**src/rtl/sync_pkg.sv**
```systemverilog
// rtl/sync_pkg.sv - shared constants and helpers for the sync_filt slice
package sync_pkg;

  localparam int SYNC_D_MIN     = 2;
  localparam int SYNC_D_MAX     = 8;
  localparam int STABLE_CYC_MIN = 1;
  localparam int STABLE_CYC_MAX = 255;

  // Stability counter must hold values 0..stable_cyc.
  function automatic int cnt_width(input int stable_cyc);
    return $clog2(stable_cyc + 1);
  endfunction

endpackage

```
**src/rtl/sync_filt_ch.sv**
```systemverilog
// rtl/sync_filt_ch.sv - one channel: synchronizer chain, stability filter, output register
module sync_filt_ch
  import sync_pkg::*;
#(
  parameter int DATA_W     = 12,
  parameter int SYNC_D     = 3,
  parameter int STABLE_CYC = 4
) (
  input  logic              clk_sync_i,
  input  logic              rst_i,
  input  logic [DATA_W-1:0] unsync_data_i,
  input  logic              freeze_i,
  output logic [DATA_W-1:0] sync_data_o,
  output logic              upd_o,
  output logic              load_o
);

  localparam int                CNT_W   = cnt_width(STABLE_CYC);
  localparam logic [CNT_W-1:0]  CNT_MAX = CNT_W'(STABLE_CYC);
  localparam logic [CNT_W-1:0]  CNT_ONE = CNT_W'(1);

  if (SYNC_D < SYNC_D_MIN || SYNC_D > SYNC_D_MAX) begin : g_bad_sync_d
    $error("sync_filt_ch: SYNC_D out of range");
  end
  if (STABLE_CYC < STABLE_CYC_MIN || STABLE_CYC > STABLE_CYC_MAX) begin : g_bad_stable_cyc
    $error("sync_filt_ch: STABLE_CYC out of range");
  end

  logic [DATA_W-1:0] r_sync [SYNC_D];
  logic [DATA_W-1:0] r_prev;
  logic [DATA_W-1:0] r_out;
  logic [CNT_W-1:0]  r_cnt;
  logic              r_upd;

  logic [DATA_W-1:0] w_sample;
  logic [CNT_W-1:0]  w_cnt_nxt;
  logic              w_load;

  assign w_sample = r_sync[SYNC_D-1];

  // Stability is judged on the count including this edge, so a held value loads without an extra cycle.
  always_comb begin
    w_cnt_nxt = r_cnt;
    if (w_sample != r_prev) begin
      w_cnt_nxt = CNT_ONE;
    end else if (r_cnt != CNT_MAX) begin
      w_cnt_nxt = r_cnt + CNT_ONE;
    end
  end

  assign w_load = (w_cnt_nxt == CNT_MAX) && (w_sample != r_out) && !freeze_i;

  always_ff @(posedge clk_sync_i or posedge rst_i) begin
    if (rst_i) begin
      for (int i = 0; i < SYNC_D; i++) begin
        r_sync[i] <= '0;
      end
      r_prev <= '0;
      r_cnt  <= '0;
      r_out  <= '0;
      r_upd  <= 1'b0;
    end else begin
      r_sync[0] <= unsync_data_i;
      for (int i = 1; i < SYNC_D; i++) begin
        r_sync[i] <= r_sync[i-1];
      end
      r_prev <= w_sample;
      r_cnt  <= w_cnt_nxt;
      if (w_load) begin
        r_out <= w_sample;
      end
      r_upd <= w_load;
    end
  end

  assign sync_data_o = r_out;
  assign upd_o       = r_upd;
  assign load_o      = w_load;

endmodule

```
**src/rtl/sync_filt.sv**
```systemverilog
// rtl/sync_filt.sv - multi-channel synchronizer with stability filter and update strobes
module sync_filt
  import sync_pkg::*;
#(
  parameter int ARRAY_W    = 9,
  parameter int DATA_W     = 12,
  parameter int SYNC_D     = 3,
  parameter int STABLE_CYC = 4
) (
  input  logic                           clk_sync_i,
  input  logic                           rst_i,
  input  logic [ARRAY_W-1:0][DATA_W-1:0] unsync_data_i,
  input  logic                           freeze_i,
  output logic [ARRAY_W-1:0][DATA_W-1:0] sync_data_o,
  output logic [ARRAY_W-1:0]             upd_o,
  output logic                           any_upd_o
);

  logic [ARRAY_W-1:0] w_load;
  logic               r_any_upd;

  for (genvar g = 0; g < ARRAY_W; g++) begin : g_ch
    sync_filt_ch #(
      .DATA_W     (DATA_W),
      .SYNC_D     (SYNC_D),
      .STABLE_CYC (STABLE_CYC)
    ) u_ch (
      .clk_sync_i    (clk_sync_i),
      .rst_i         (rst_i),
      .unsync_data_i (unsync_data_i[g]),
      .freeze_i      (freeze_i),
      .sync_data_o   (sync_data_o[g]),
      .upd_o         (upd_o[g]),
      .load_o        (w_load[g])
    );
  end

  // Reduce the per-channel load decisions so the OR lands in the same cycle as upd_o.
  always_ff @(posedge clk_sync_i or posedge rst_i) begin
    if (rst_i) begin
      r_any_upd <= 1'b0;
    end else begin
      r_any_upd <= |w_load;
    end
  end

  assign any_upd_o = r_any_upd;

endmodule

```
**config.mk**
```make
export PLATFORM = sky130hd
export DESIGN_NAME = sync_filt
export DESIGN_NICKNAME = d
export VERILOG_FILES = /design/src/rtl/sync_pkg.sv /design/src/rtl/sync_filt_ch.sv /design/src/rtl/sync_filt.sv
export SDC_FILE = /design/constraint.sdc
export NUM_CORES = 1
export LEC_CHECK = 0
export CAP_MARGIN = 40
export CORE_MARGIN = 3
export CORE_UTILIZATION = 59
export CTS_CLUSTER_SIZE = 25
export DETAILED_ROUTE_END_ITERATION = 8
export PLACE_DENSITY = 0.93
export SETUP_SLACK_MARGIN = 0.2
export SLEW_MARGIN = 20
export SYNTH_ARGS = -nofsm -noshare
export SYNTH_HDL_FRONTEND = slang
export SYNTH_SLANG_ARGS = --single-unit
```
**constraint.sdc**
```tcl
create_clock -name clk_sync_i -period 28.6 [get_ports clk_sync_i]
set_input_delay 4.29 -clock clk_sync_i [delete_from_list [all_inputs] [get_ports clk_sync_i]]
set_output_delay 4.29 -clock clk_sync_i [all_outputs]
set_load 0.02 [all_outputs]
```
# --- Yosys cells after proc, flatten, opt, wreduce, memory -nomap -nowiden ---
# Cells that the tools add are included.
classes:
  addsub: 9
  eq_ne: 36
  mux: 18
  reduce_logical: 20
op_table:
  columns: ["op", "n"]
  rows:
  - ["12-bit != test", 18]
  - ["3-bit 2-to-1 mux", 18]
  - ["3-bit by 1-bit adder with 3-bit output, second input constant", 9]
  - ["3-bit equality test, second input constant", 9]
  - ["3-bit != test, second input constant", 9]
  - ["1-bit logical AND", 18]
  - ["9-bit OR reduction", 1]
  - ["1-bit zero test", 1]
word_totals:
  regBits: 577
  input_bits: 111
  out_inout_bits: 118
  word_cells: 147

# --- Logic depth before layout (Yosys ltp) ---
# Gate-level depths: netlist of run 1.
logic_depth:
  depth_word: 7
  ltp_mapped: 10
  ltp_nobuf: 8

# --- By module ---
# From an unflattened synthesis of run 1, not the netlist that was laid out.
hier_totals:
  cells_unflattened: 1146
  hier_area_um2: 19743.9
by_module_without_submodules:
  columns: ["mod", "instances", "cells_each", "area_per_inst_um2", "seq_area_each_um2"]
  rows:
  - ["sync_filt_ch at g_ch[0].u_ch ...", 6, 127, 2188.3, 1601.5]
  - ["sync_filt_ch at g_ch[1].u_ch ...", 3, 126, 2188.3, 1601.5]
  - ["sync_filt", 1, 6, 48.8, 25.0]

# --- Worst setup path after synthesis of run 1 ---
# Ideal clock, no wire load.
synth_path:
  kind: "input-to-reg"
  startpoint: "in freeze_i"
  endpoint: "reg g_ch[6].u_ch.r_out[0]"
  setup_time_ns: 0.125
  t_arrival_ns: 5.617
  setup_slack_ns: 22.858
  stages: 5
  n_path_buf: 2
  path_cell_list: "clkbuf_1 > nand2b_1 > nor4b_2 > buf_2 > mux2_2"
synth_between:
  elab_chain_len: 2
synth_lines:
  columns: ["item", "line_no", "source"]
  rows:
  - ["from (decl)", "sync_filt.sv:13", "input logic freeze_i,"]
  - ["1-bit zero test", "sync_filt_ch.sv:51", "assign w_load = (w_cnt_nxt == CNT_MAX) && (w_sample != r_out) && !freeze_i;"]
  - ["1-bit logical AND", "sync_filt_ch.sv:51", null]
  - ["via g_ch[6].u_ch.load_o", "sync_filt_ch.sv:15", "output logic load_o"]
  - ["to (signal assigned)", "sync_filt_ch.sv:70", "r_out <= w_sample;"]
  - ["to (decl)", "sync_filt_ch.sv:31", "logic [DATA_W-1:0] r_out;"]
# The timed path passes the listed nets, and every way through them passes these cells.
# A chain may end at the register's enable or synchronous reset.

==> reports/metrics.yaml, run 1 <==
status: "complete, no violations"
max_slew_margin: 0.452
cts-resized-gates: 0
setup.worst_path.end_class: "asynchronous set/reset pin"
ys_seq_area_frac: 0.751
layout_commonest_cell: "dfrtp_1"
via_per_inst: 5.19
drive_above_1_share: 0.153
synth_area_per_cell_um2: 16.7
leakagePower_nw: 10.6
grt-busiest-layer: "met2"
cp_cell_sequence: "clkdlybuf4s50_1 > inv_8 > buf_4 > buf_16 > buf_4 > buf_12"
crit_path_max_incr_delay_ns: 0.55
tightest_slew_ns: 0.822
use_met2: 0.416
remaining_drc_errors: 0
ys_types: 35
antenna_found_initial: 2
finalClockSkew_ns: 0.0489
max_freq_ghz: 0.161
rsz0062_at_grt: "false"
pwr_density_cell_nw_per_um2: 69.3
die_x_um: 186
ant_nets: 0
place_ws_ns: 21.58
holdBufCountCts: 0
fin_crit_sh: 0.218
critPathKind: "in -> async"
synth_warnings: 0
syn_nets: 1281
cts.sinks: 577
use_met1: 0.271
hold_path.class: "reg -> reg"
place.port_buffers: 228
syn-cell-area_um2: 19200
layout_common_cells: "577 x dfrtp_1, 228 x clkdlybuf4s50_1, 153 x xnor2_1"
ir_worst_vdd_v: 0.0000643
crit_arrival_ns: 6.97
crit_start: "rst_i"
die_h_um: 186
instances_no_fill: 1913
hpwl_mm: 24.1
tritoncts: "done"
setup_tns_ns: 0
cap_violations: 0
fin_crit_ns: 6.23
critPathRequiredTime_ns: 29.34
coreArea_um2: 31800
num_vias: 9921
grt_pass1_vias: 11400
clk_latency_ns: 0.58
crit_fanout: 107
cts_buffer_depth: 3
setup_slack_ns: 22.37
setup_viol: 0
grt_max_degree: 108
grt_use_met3: 0.0434
syn2layout_area_growth_pct: 25.3
slowest_stage: "inv_8"
gr-total-overflow: 0
dieArea_um2: 34800
core.rowCount: 65
ys_ff_latch: 577
first_pass_iters: 5
io_pins: 229
initialDrtViolationCount: 370
post_cts_buffers: 0
cts_buffers: 53
grt_first_pass_wirelength_mm: 62.1
path_common_cell: "buf_4"
synth_edf_count: 0
place.gp.congestion: 0.797
hold_viol_final: 0
htreeDepth: 2
startpoint_type: "input port"
synthCells: 1152
synthFlopType: "dfrtp_1"
wl_per_cell_um: 20.1
finalWirelength_mm: 38.4
nNetsFinal: 1563
start_util: 0.604
final_max_slew_viol_count: 0
timing.rr.start: "g_ch[3].u_ch.w_sample[9]"
synthArstFlopShare: 1.00
cts_root_buffer: "clkbuf_16"
grt_usage: 0.226
min_from: "g_ch[0].u_ch.r_sync[27]"
path_clk_slew_ns: 0.06
dp.cells: 1813
num-fill-cells: 1708
## layer usage
metal	routed length (um)	up-vias
li1	-	4384
met1	14700	5187
met2	20800	274
met3	1810	76
met4	1140	0
met5	0	-
## cells by family after synthesis
family	Yosys count	synth area share
buffers and inverters	42	0.0120
xor gates and xnor gates	225	0.103
muxes	117	0.0695
and+or+nand+nor	158	0.0485
adders and majority gates	18	0.0117
DFF	577	0.751
AOI/OAI and AO/OA	15	0.00423
## worst max-delay path: cells and delay by family
kind	cells	cell delay, ns
buf+inv	6	2.62
## final timing paths
kind                                                 to  slack, ns  cells after the start
max                             g_ch[4].u_ch.r_sync[14]      22.37                      6
min                             g_ch[0].u_ch.r_sync[15]       0.34                      0
max reg2reg                g_ch[3].u_ch.sync_data_o[11]      25.62                      6
min reg2reg                     g_ch[0].u_ch.r_sync[15]       0.34                      0
max in group clk_sync_i     g_ch[1].u_ch.sync_data_o[6]      22.60                      5
min in group asynchronous        g_ch[8].u_ch.r_prev[6]       4.28                      2
## per-stage QoR
| stage | power (mW) | utilization | area [um^2] | hold WS (ns) |
|---|---|---|---|---|
| after floorplan | 0.908 | - | 19200 | 0.331 |
| after global placement | 0.933 | 0.691 | 22000 | 0.331 |
| after detailed placement | 0.940 | 0.697 | 22200 | 0.335 |
| after CTS | 1.68 | 0.756 | 24000 | 0.345 |
| after global routing | 1.73 | 0.757 | 24100 | 0.347 |
| final | 1.67 | 0.757 | 24100 | 0.341 |
## synth_stat cells, drive strengths merged (4+ instances only)
master    n  share of area
nand4    40          0.013
nor4     25         0.0098
inv      21         0.0041
ha       18          0.012
nand2b    6         0.0020
dfrtp   577           0.75
mux2    108          0.065
mux2i     9         0.0047
xnor2   153          0.070
xor2     72          0.033
nand2    24         0.0047
nand3     9         0.0023
nor2     19         0.0037
nor4b     4         0.0036
nor3     17         0.0044
a21oi    10         0.0026
buf      19         0.0075
## report_power, final
| group | internal, mW | switching, mW |
|---|---|---|
| sequential | 0.847 | 0.0210 |
| clock | 0.443 | 0.299 |
| combinational | 0.0297 | 0.0288 |
## registers in the layout (all words and copies together), names as in the netlist
register / count
any_upd_o: 1
g_ch.u_ch.r_cnt: 27
g_ch.u_ch.r_prev: 108
g_ch.u_ch.r_sync: 216
g_ch.u_ch.sync_data_o: 108
g_ch.u_ch.upd_o: 9
g_ch.u_ch.w_sample: 108
## final cells by class
| cell class | instances | area [um^2] | share of cell area |
|---|---|---|---|
| antenna | 2 | 5.00 | 0.000208 |
| clock buffer | 75 | 1550 | 0.0643 |
| clock inverter | 22 | 342 | 0.0142 |
| inverter | 21 | 86.3 | 0.00359 |
| multi-input combinational | 533 | 4550 | 0.189 |
| sequential | 577 | 14400 | 0.600 |
| tap | 435 | 544 | 0.0226 |
| timing repair buffer | 248 | 2560 | 0.106 |
Power figures use the tool's default switching activity.
==> run 2: changes to the inputs <==
--- a/config.mk
+++ b/config.mk
@@ -7,10 +7,10 @@
 export LEC_CHECK = 0
 export CAP_MARGIN = 40
 export CORE_MARGIN = 3
-export CORE_UTILIZATION = 59
+export CORE_UTILIZATION = 50
 export CTS_CLUSTER_SIZE = 25
 export DETAILED_ROUTE_END_ITERATION = 8
-export PLACE_DENSITY = 0.93
+export PLACE_DENSITY = 0.85
 export SETUP_SLACK_MARGIN = 0.2
 export SLEW_MARGIN = 20
 export SYNTH_ARGS = -nofsm -noshare
==> constraint.sdc (replaced) <==
create_clock -name clk_sync_i -period 5.5 [get_ports clk_sync_i]
set_input_delay 0.825 -clock clk_sync_i [delete_from_list [all_inputs] [get_ports clk_sync_i]]
set_output_delay 0.825 -clock clk_sync_i [all_outputs]
set_load 0.02 [all_outputs]
==> run 2 against run 1 <==
Against the previous run:
- register-to-register slack got worse by 23 ns
- sequential power increased to 5.2 times the previous value
- non-clock buffer count decreased by 6
- global-route usage decreased by 5.1 points
- flip-flop and latch count unchanged
- clock skew decreased by 0.026 ns
- via count decreased by 3.1%
==> reports/metrics.yaml, run 2 (synthesis gave the netlist of run 1 again) <==
rsz0062_at_grt: "false"  # unchanged
post_cts_buffers: 0  # unchanged
gr-total-overflow: 0  # unchanged
crit_fanout: 10  # was 107
hold_path.class: "reg -> reg"  # unchanged
grt_pass1_vias: 10700  # was 11400
reg2regPathDepth: 8  # was 6
io_pins: 229  # unchanged
holdBufCountCts: 0  # unchanged
hpwl_mm: 23.1  # was 24.1 mm
min_path_cells: 0  # unchanged
finalClockSkew_ns: 0.0227  # was 0.0489 ns
startpoint_type: "input port"  # unchanged
setup_tns_ns: 0  # unchanged
initialDrtViolationCount: 359  # was 370
largest-register: "g_ch.u_ch.r_sync"  # unchanged
via_per_inst: 4.84  # was 5.19
core.rowCount: 71  # was 65
finalWirelength_mm: 34.4  # was 38.4 mm
regArea_um2: 14400  # unchanged
cts-resized-gates: 0  # unchanged
pwr_density_cell_nw_per_um2: 358  # was 69.3 nW/um^2
nNetsFinal: 1559  # was 1563
crit_start: "freeze_i"  # was rst_i
setup.worst_path.end_class: "flop"  # was asynchronous set/reset pin
rrSetupSlack_ns: 2.89  # was 25.62 ns
tightest_slew_ns: 0.783  # was 0.822 ns
worst-path-buf-inv: 2  # was 6
antenna_found_initial: 0  # was 2
finalPower_mw: 8.59  # was 1.67 mW
htreeDepth: 2  # unchanged
grt_max_degree: 151  # was 108
cp_cell_sequence: "clkdlybuf4s50_1 > nand2b_1 > nor4b_4 > buf_4 > mux2_2"  # was clkdlybuf4s50_1 > inv_8 > buf_4 > buf_16 > buf_4 > buf_12
cts_buffers: 55  # was 53
fin_hold_ws_ns: 0.327  # was 0.341 ns
dp.cells: 1882  # was 1813
coreArea_um2: 37800  # was 31800 um^2
min_to: "g_ch[0].u_ch.w_sample[3]"  # was g_ch[0].u_ch.r_sync[15]
critPathRequiredTime_ns: 5.97  # was 29.34 ns
num-fill-cells: 2615  # was 1708
die_x_um: 202  # was 186 um
start_util: 0.509  # was 0.604
final_max_slew_viol_count: 0  # unchanged
slowest_stage: "clkdlybuf4s50_1"  # was inv_8
cts_root_buffer: "clkbuf_16"  # unchanged
rr_endpoint: "g_ch[5].u_ch.sync_data_o[1]"  # was g_ch[3].u_ch.sync_data_o[11]
path_clk_slew_ns: 0.06  # about the same
fin_crit_ns: 2.69
place.gp.congestion: 0.771  # was 0.797
status: "complete, no violations"  # unchanged
num_vias: 9614  # was 9921
place.port_buffers: 228  # unchanged
timing.rr.start: "g_ch[5].u_ch.r_cnt[1]"  # was g_ch[3].u_ch.w_sample[9]
crit_arrival_ns: 3.16  # was 6.97 ns
crit_path_max_incr_delay_ns: 0.78  # was 0.55 ns
syn2layout_area_growth_pct: 25.1  # was 25.3%
hold_viol_final: 0  # unchanged
leakagePower_nw: 10.5  # was 10.6 nW
critPathKind: "in -> reg"  # was in -> async
largest_register_ffs: 216  # unchanged
die_h_um: 202  # was 186 um
max_slew_margin: 0.478  # was 0.452
fin_crit_sh: 0.490
diodes: 0  # was 2
multi_input_comb_area_um2: 4560  # was 4550 um^2
cts.sinks: 577  # unchanged
grt_first_pass_wirelength_mm: 56.5  # was 62.1 mm
wl_per_cell_um: 17.3  # was 20.1 um
instances_no_fill: 1985  # was 1913
layout_common_cells: "577 x dfrtp_1, 228 x clkdlybuf4s50_1, 153 x xnor2_1"  # unchanged
drive_above_1_share: 0.149  # was 0.153
min_from: "g_ch[0].u_ch.r_sync[15]"  # was g_ch[0].u_ch.r_sync[27]
tritoncts: "done"  # unchanged
cts_buffer_depth: 3  # unchanged
cap_violations: 0  # unchanged
remaining_drc_errors: 0  # unchanged
ir_worst_vdd_v: 0.000305  # was 0.0000643 V
clk_latency_ns: 0.60  # was 0.58 ns
first_pass_iters: 6  # was 5
ant_nets: 0  # unchanged
grt_usage: 0.174  # was 0.226
max_freq_ghz: 0.371
crit_family: "buffers and inverters"  # unchanged
dieArea_um2: 40800  # was 34800 um^2
setup_viol: 0  # unchanged
layout_commonest_cell: "dfrtp_1"  # unchanged
==> run 2: cell count changes in the layout (fill, tap and decap cells not counted), sizes merged <==
cell      change
inv           +1
clkinvlp      -2
clkinv        +6
buf           -6
bufinv        -1
diode         -2
==> run 2: layer usage <==
metal / GRT usage / wire length [um] / vias up
met5: 0 / 0 / -
met4: 0.0730 / 1270 / 0
met3: 0.0396 / 1740 / 72
met2: 0.294 / 17300 / 219
met1: 0.220 / 14100 / 4928
li1: - / - / 4395
==> run 2: metrics by stage <==
| step | utilization | setup slack (ns) | instance area [um^2] |
|---|---|---|---|
| global route | 0.636 | 2.72 | 24000 |
| detailed placement | 0.587 | 2.17 | 22200 |
| global placement | 0.586 | 2.00 | 22100 |
| floorplan | - | -3.19 | 19200 |
| CTS | 0.636 | 2.78 | 24000 |
| finish | 0.636 | 2.81 | 24000 |
==> run 2: power breakdown <==
part	internal (mW)	switching (mW)	leakage (nW)	total [mW]
combinational	0.146	0.140	2.57	0.286
sequential	4.41	0.0983	7.01	4.50
clock	2.24	1.56	0.918	3.80
==> run 2: worst reg2reg max path, stage by stage (launching register included) <==
cell	delay, ns
dfrtp_1	0.42
inv_1	0.08
ha_1	0.25
nand2_1	0.12
xnor2_1	0.16
nand4_1	0.14
or4_1	0.77
buf_8	0.25
mux2_4	0.31
==> run 2: layout make-up <==
cell class / instances / area share
clock inverters: 26 / 0.0134
well taps: 511 / 0.0266
inverters: 21 / 0.00344
repair buffers: 242 / 0.102
flip-flops and latches: 577 / 0.601
multi-input cells: 533 / 0.190
clock buffers: 75 / 0.0637
==> run 2: how the worst max path moves through the flow <==
stage	endpoint	cells past startpoint
after CTS	g_ch[4].u_ch.sync_data_o[5]	5
after global routing	any_upd_o	5
after floorplan	any_upd_o	1
final	g_ch[4].u_ch.sync_data_o[4]	5
after global placement	g_ch[4].u_ch.sync_data_o[11]	4
after detailed placement	g_ch[4].u_ch.sync_data_o[4]	5
